$ cat src/rtl/pipe_pkg.sv
// rtl/pipe_pkg.sv - shared state encoding and occupancy width for the pipeline stage register
package pipe_pkg;

    localparam int CNT_W = 2;

    typedef enum logic [1:0] {
        EMPTY = 2'd0,
        BUSY  = 2'd1,
        FULL  = 2'd2
    } pipe_state_e;

endpackage

$ cat src/rtl/pipe_slot.sv
// rtl/pipe_slot.sv - one payload register with load enable, source select and sync clear
module pipe_slot #(
    parameter int             W       = 64,
    parameter logic [W-1:0]   RST_VAL = '0
) (
    input  logic         cpu_clk,
    input  logic         clr,
    input  logic         load,
    input  logic         sel_skid,
    input  logic [W-1:0] load_data,
    input  logic [W-1:0] skid_data,
    output logic [W-1:0] slot_data
);

    logic [W-1:0] slot_q;
    logic [W-1:0] slot_d;

    always_comb begin
        slot_d = slot_q;
        if (load) begin
            slot_d = sel_skid ? skid_data : load_data;
        end
    end

    always_ff @(posedge cpu_clk) begin
        if (clr) begin
            slot_q <= RST_VAL;
        end else begin
            slot_q <= slot_d;
        end
    end

    assign slot_data = slot_q;

endmodule

$ cat src/rtl/pipe_stage_reg.sv
// rtl/pipe_stage_reg.sv - valid/ready pipeline register with skid slot, hold and flush
// Optional trace sideband (trace_in/out, trace_commit, trace_cnt) under PIPE_TRACE_EN.
module pipe_stage_reg
    import pipe_pkg::*;
#(
    parameter int               WIDTH   = 64,
    parameter logic [WIDTH-1:0] RST_VAL = '0,
    parameter int               TRACE_W = 32
) (
    input  logic               cpu_clk,
    input  logic               cpu_rst,
    input  logic               in_valid,
    output logic               in_ready,
    input  logic [WIDTH-1:0]   in_data,
    output logic               out_valid,
    input  logic               out_ready,
    output logic [WIDTH-1:0]   out_data,
    input  logic               hold,
    input  logic               flush,
    output logic [CNT_W-1:0]   count
`ifdef PIPE_TRACE_EN
    ,
    input  logic [TRACE_W-1:0] trace_in,
    output logic [TRACE_W-1:0] trace_out,
    output logic               trace_commit,
    output logic [31:0]        trace_cnt
`endif
);

`ifdef PIPE_TRACE_EN
    localparam int TRACE_BITS = TRACE_W;
`else
    localparam int TRACE_BITS = 0 * TRACE_W;
`endif
    localparam int                SLOT_W   = WIDTH + TRACE_BITS;
    // Trace bits sit above the payload and always clear to zero.
    localparam logic [SLOT_W-1:0] SLOT_RST = SLOT_W'(RST_VAL);

    pipe_state_e       state_q;
    pipe_state_e       state_d;
    logic              in_fire;
    logic              out_fire;
    logic              clr;
    logic              main_load;
    logic              main_sel_skid;
    logic              skid_load;
    logic [SLOT_W-1:0] slot_in;
    logic [SLOT_W-1:0] main_q;
    logic [SLOT_W-1:0] skid_q;

`ifdef PIPE_TRACE_EN
    assign slot_in = {trace_in, in_data};
`else
    assign slot_in = in_data;
`endif

    always_ff @(posedge cpu_clk) begin
        if (cpu_rst) begin
            state_q <= EMPTY;
        end else begin
            state_q <= state_d;
        end
    end

    always_comb begin
        state_d = state_q;
        if (flush) begin
            state_d = EMPTY;
        end else begin
            case (state_q)
                EMPTY: if (in_fire) state_d = BUSY;
                BUSY: begin
                    if (in_fire && !out_fire) begin
                        state_d = FULL;
                    end else if (!in_fire && out_fire) begin
                        state_d = EMPTY;
                    end
                end
                FULL: if (out_fire) state_d = BUSY;
                default: state_d = EMPTY;
            endcase
        end
    end

    // in_ready is a function of state and stall controls only; out_ready never reaches it.
    always_comb begin
        in_ready      = (state_q != FULL) && !hold && !flush && !cpu_rst;
        out_valid     = (state_q != EMPTY) && !hold;
        in_fire       = in_valid && in_ready;
        out_fire      = out_valid && out_ready;
        clr           = cpu_rst || flush;
        main_sel_skid = (state_q == FULL);
        main_load     = ((state_q == EMPTY) && in_fire)
                     || ((state_q == BUSY) && in_fire && out_fire)
                     || ((state_q == FULL) && out_fire);
        skid_load     = (state_q == BUSY) && in_fire && !out_fire;
        case (state_q)
            BUSY:    count = CNT_W'(1);
            FULL:    count = CNT_W'(2);
            default: count = CNT_W'(0);
        endcase
    end

    pipe_slot #(.W(SLOT_W), .RST_VAL(SLOT_RST)) u_main (
        .cpu_clk   (cpu_clk),
        .clr       (clr),
        .load      (main_load),
        .sel_skid  (main_sel_skid),
        .load_data (slot_in),
        .skid_data (skid_q),
        .slot_data (main_q)
    );

    pipe_slot #(.W(SLOT_W), .RST_VAL(SLOT_RST)) u_skid (
        .cpu_clk   (cpu_clk),
        .clr       (clr),
        .load      (skid_load),
        .sel_skid  (1'b0),
        .load_data (slot_in),
        .skid_data (skid_q),
        .slot_data (skid_q)
    );

    assign out_data = main_q[WIDTH-1:0];

`ifdef PIPE_TRACE_EN
    logic        trace_commit_q;
    logic        trace_commit_d;
    logic [31:0] trace_cnt_q;
    logic [31:0] trace_cnt_d;

    always_comb begin
        trace_commit_d = out_fire;
        trace_cnt_d    = trace_cnt_q + 32'(out_fire);
    end

    // flush leaves the commit counter running; only reset clears it.
    always_ff @(posedge cpu_clk) begin
        if (cpu_rst) begin
            trace_commit_q <= 1'b0;
            trace_cnt_q    <= '0;
        end else begin
            trace_commit_q <= trace_commit_d;
            trace_cnt_q    <= trace_cnt_d;
        end
    end

    assign trace_out    = main_q[SLOT_W-1:WIDTH];
    assign trace_commit = trace_commit_q;
    assign trace_cnt    = trace_cnt_q;
`endif

endmodule
$ cat config.mk
export PLATFORM = sky130hd
export DESIGN_NAME = pipe_stage_reg
export DESIGN_NICKNAME = d
export VERILOG_FILES = /design/src/rtl/pipe_pkg.sv /design/src/rtl/pipe_slot.sv /design/src/rtl/pipe_stage_reg.sv
export SDC_FILE = /design/constraint.sdc
export NUM_CORES = 1
export LEC_CHECK = 0
export ABC_AREA = 1
export BUFFER_PORTS_ARGS = -buffer_cell sky130_fd_sc_hd__buf_2
export CAP_MARGIN = 20
export CORE_AREA = 2 2 145 147
export CTS_CLUSTER_SIZE = 30
export DETAILED_ROUTE_END_ITERATION = 8
export DIE_AREA = 0 0 147 149
export HOLD_SLACK_MARGIN = 0.05
export PLACE_DENSITY = 0.48
export SLEW_MARGIN = 20
export SYNTH_ARGS = -nofsm -noshare
export SYNTH_HDL_FRONTEND = slang
export SYNTH_SLANG_ARGS = --single-unit
$ cat constraint.sdc
create_clock -name cpu_clk -period 2.1 [get_ports cpu_clk]
set_input_delay 0 -clock cpu_clk [delete_from_list [all_inputs] [get_ports cpu_clk]]
set_output_delay 0 -clock cpu_clk [all_outputs]
set_load 0.05 [all_outputs]
==> run metrics <==
startpoint types=register; grt total ovfl=0; area leader, netlist=dfxtp_1; Non-Filler Instances=1,387; DR WL/cell=12.3 µm; worst endpoint data arrival time=1.77 ns; Die X=147 µm; Die Area=0.0219 mm²; Clk Latency, worst-skew pair=0.42 ns; Syn Area/Cell=6.45 µm²; leak pwr=0.00402 µW; H-tree Lvls=4; Final #Nets=1,170; relative slew slack=0.605; Setup CP Type=register to output pin; sequential share of the synthesized area=0.433; layout cells sized above 1=0.174; Syn Nets=1,004; CTS root buf=clkbuf_16; most area-consuming cells after synthesis=dfxtp_1, nand2_1, nor2_1; clock slew at reported path FFs=0.05 ns; Post-DRT Antenna Nets=0; Crit. End Element=output pin; synth warn=0; type of the worst min-delay path=primary input to register; outcome=finished clean; Vias=6,008; dpl ws=0.321 ns; WHS Path Cells=5; tightest hold margin=0.109 ns; Final GP Congestion=0.738; GR Util All Layers=0.158; initial antenna violation count=0; # clock sinks=130; minimum clock period=1.77 ns; Boundary Pins=138; fin util=0.398; Reg2Reg Setup Slack=0.36 ns; core area=0.0206 mm²; Ant. Diodes=0; FF+latch count, synth=130; WL met2=7960 µm; Mapped Cells=933; WL met1=8090 µm; Yosys top cell area share=0.433; Tcrit/Tclk final=0.845; 1st-iter DRT viols=308; largest net degree at the start of global routing=110; first-pass iteration count of the detailed router=4; setup_tns=0 ns; final WL=17,000 µm; setup violators final=0; first-pass GRT wire length=27,900 µm; clk_skew=0.0157 ns; TritonCTS clock tree=done; Peak VDD IR=0.492 mV; PortBufs=137; most frequent cells in the layout=nand2_1, nor2_1, buf_2; Syn Std Cell Area=0.00602 mm²; Die Ht=149 µm; Hold Vio Cnt, Final=0; vias in the first global route=5,562; clk buf depth=2; Critical Path RT=2.10 ns; filler cell count=2,267; vias per cell=4.33; Worst R2R Path Depth=10; DP Cell Count=1,290; DRC=0; max-cap violations=0; CTS resizes=0; CTS Buf Count=17; Row Count=53; worst setup margin=0.326 ns; Unique masters post-synth=20; power per cell area=763 mW/mm²; critical-path maximum fanout=66; f_max=564 MHz; Starting Density=0.293; unrepaired setup endpoints after global routing=false; DP Wirelength=10,100 µm; most common cell after layout, fill and taps aside=nand2_1; Max Slew Vio Count=0; Max Used Layer=met4; WL met3=661 µm; Worst-Margin Slew=0.593 ns; P&R area growth vs syn=36.0%
## synthesized netlist by cell type
library cell,number
a211oi_1,1
a21oi_1,65
buf_1,4
buf_2,34
buf_4,15
buf_6,3
clkbuf_1,11
clkbuf_4,2
dfxtp_1,130
ha_1,1
inv_1,68
inv_2,3
nand2_1,265
nand2_2,1
nand3_1,65
nand4_1,2
nor2_1,195
nor2_2,3
o21ai_0,43
o21ai_1,22
## cell type report
type                       count  area (µm²)  share of cell area
clock buffer                  20         467              0.0570
clock inverter                12         179              0.0219
inverter                      71         267              0.0326
multi-input combinational    663        2790               0.341
sequential                   130        2600               0.318
tap                          275         344              0.0421
timing repair buffer         216        1530               0.187
## report_power, final
| group | internal (µW) | switching, µW |
|---|---|---|
| logic | 231 | 294 |
| registers | 2490 | 10.7 |
| clock network | 2080 | 1130 |
| total | 4800 | 1440 |
## cell families (layout without fill, tap and decap cells)
| group | count (synthesis) | count (layout) | share of synthesized area |
|---|---|---|---|
| AOI/OAI and AO/OA | 131 | 131 | 0.109 |
| adders and majority gates | 1 | 1 | 0.00208 |
| buffers and inverters | 140 | 319 | 0.109 |
| DFF | 130 | 130 | 0.433 |
| and+or+nand+nor | 531 | 531 | 0.347 |
## metal layers
layer	up-vias	track usage
met5	-	0
met4	0	0.0524
met3	16	0.0388
met2	111	0.257
met1	2646	0.207
li1	3235	-
## through the flow
step | area, µm² | total power, µW
after floorplan | 6020 | 2830
after global placement | 6890 | 2990
after detailed placement | 6890 | 2990
after CTS | 8180 | 6330
after global routing | 8180 | 6500
final | 8180 | 6240
## sequential cells by signal, summed over array words and instances (netlist names)
register	flops
u_skid.slot_data	64
u_main.slot_data	64
state_q	2
## critical path: stages, from the launching register on
cell and delay (ns):
dfxtp_1 0.44, nand2_2 0.15, inv_2 0.11, buf_12 0.30, buf_2 0.33
## worst paths after layout
kind / startpoint / to
min: in_valid / state_q[1]$_SDFFE_PP0P_
max reg2reg: state_q[0]$_SDFFE_PP0P_ / u_main.slot_data[24]$_SDFFE_PP0P_
min reg2reg: u_main.slot_data[41]$_SDFFE_PP0P_ / u_main.slot_data[41]$_SDFFE_PP0P_
max: state_q[1]$_SDFFE_PP0P_ / count[1]
## timing repair
item / CTS / global route
setup buffers: 0 / 0
hold endpoints to repair: 129 / 0
hold buffers: 65 / 0
No activity file was read; power rests on OpenSTA's default activity.
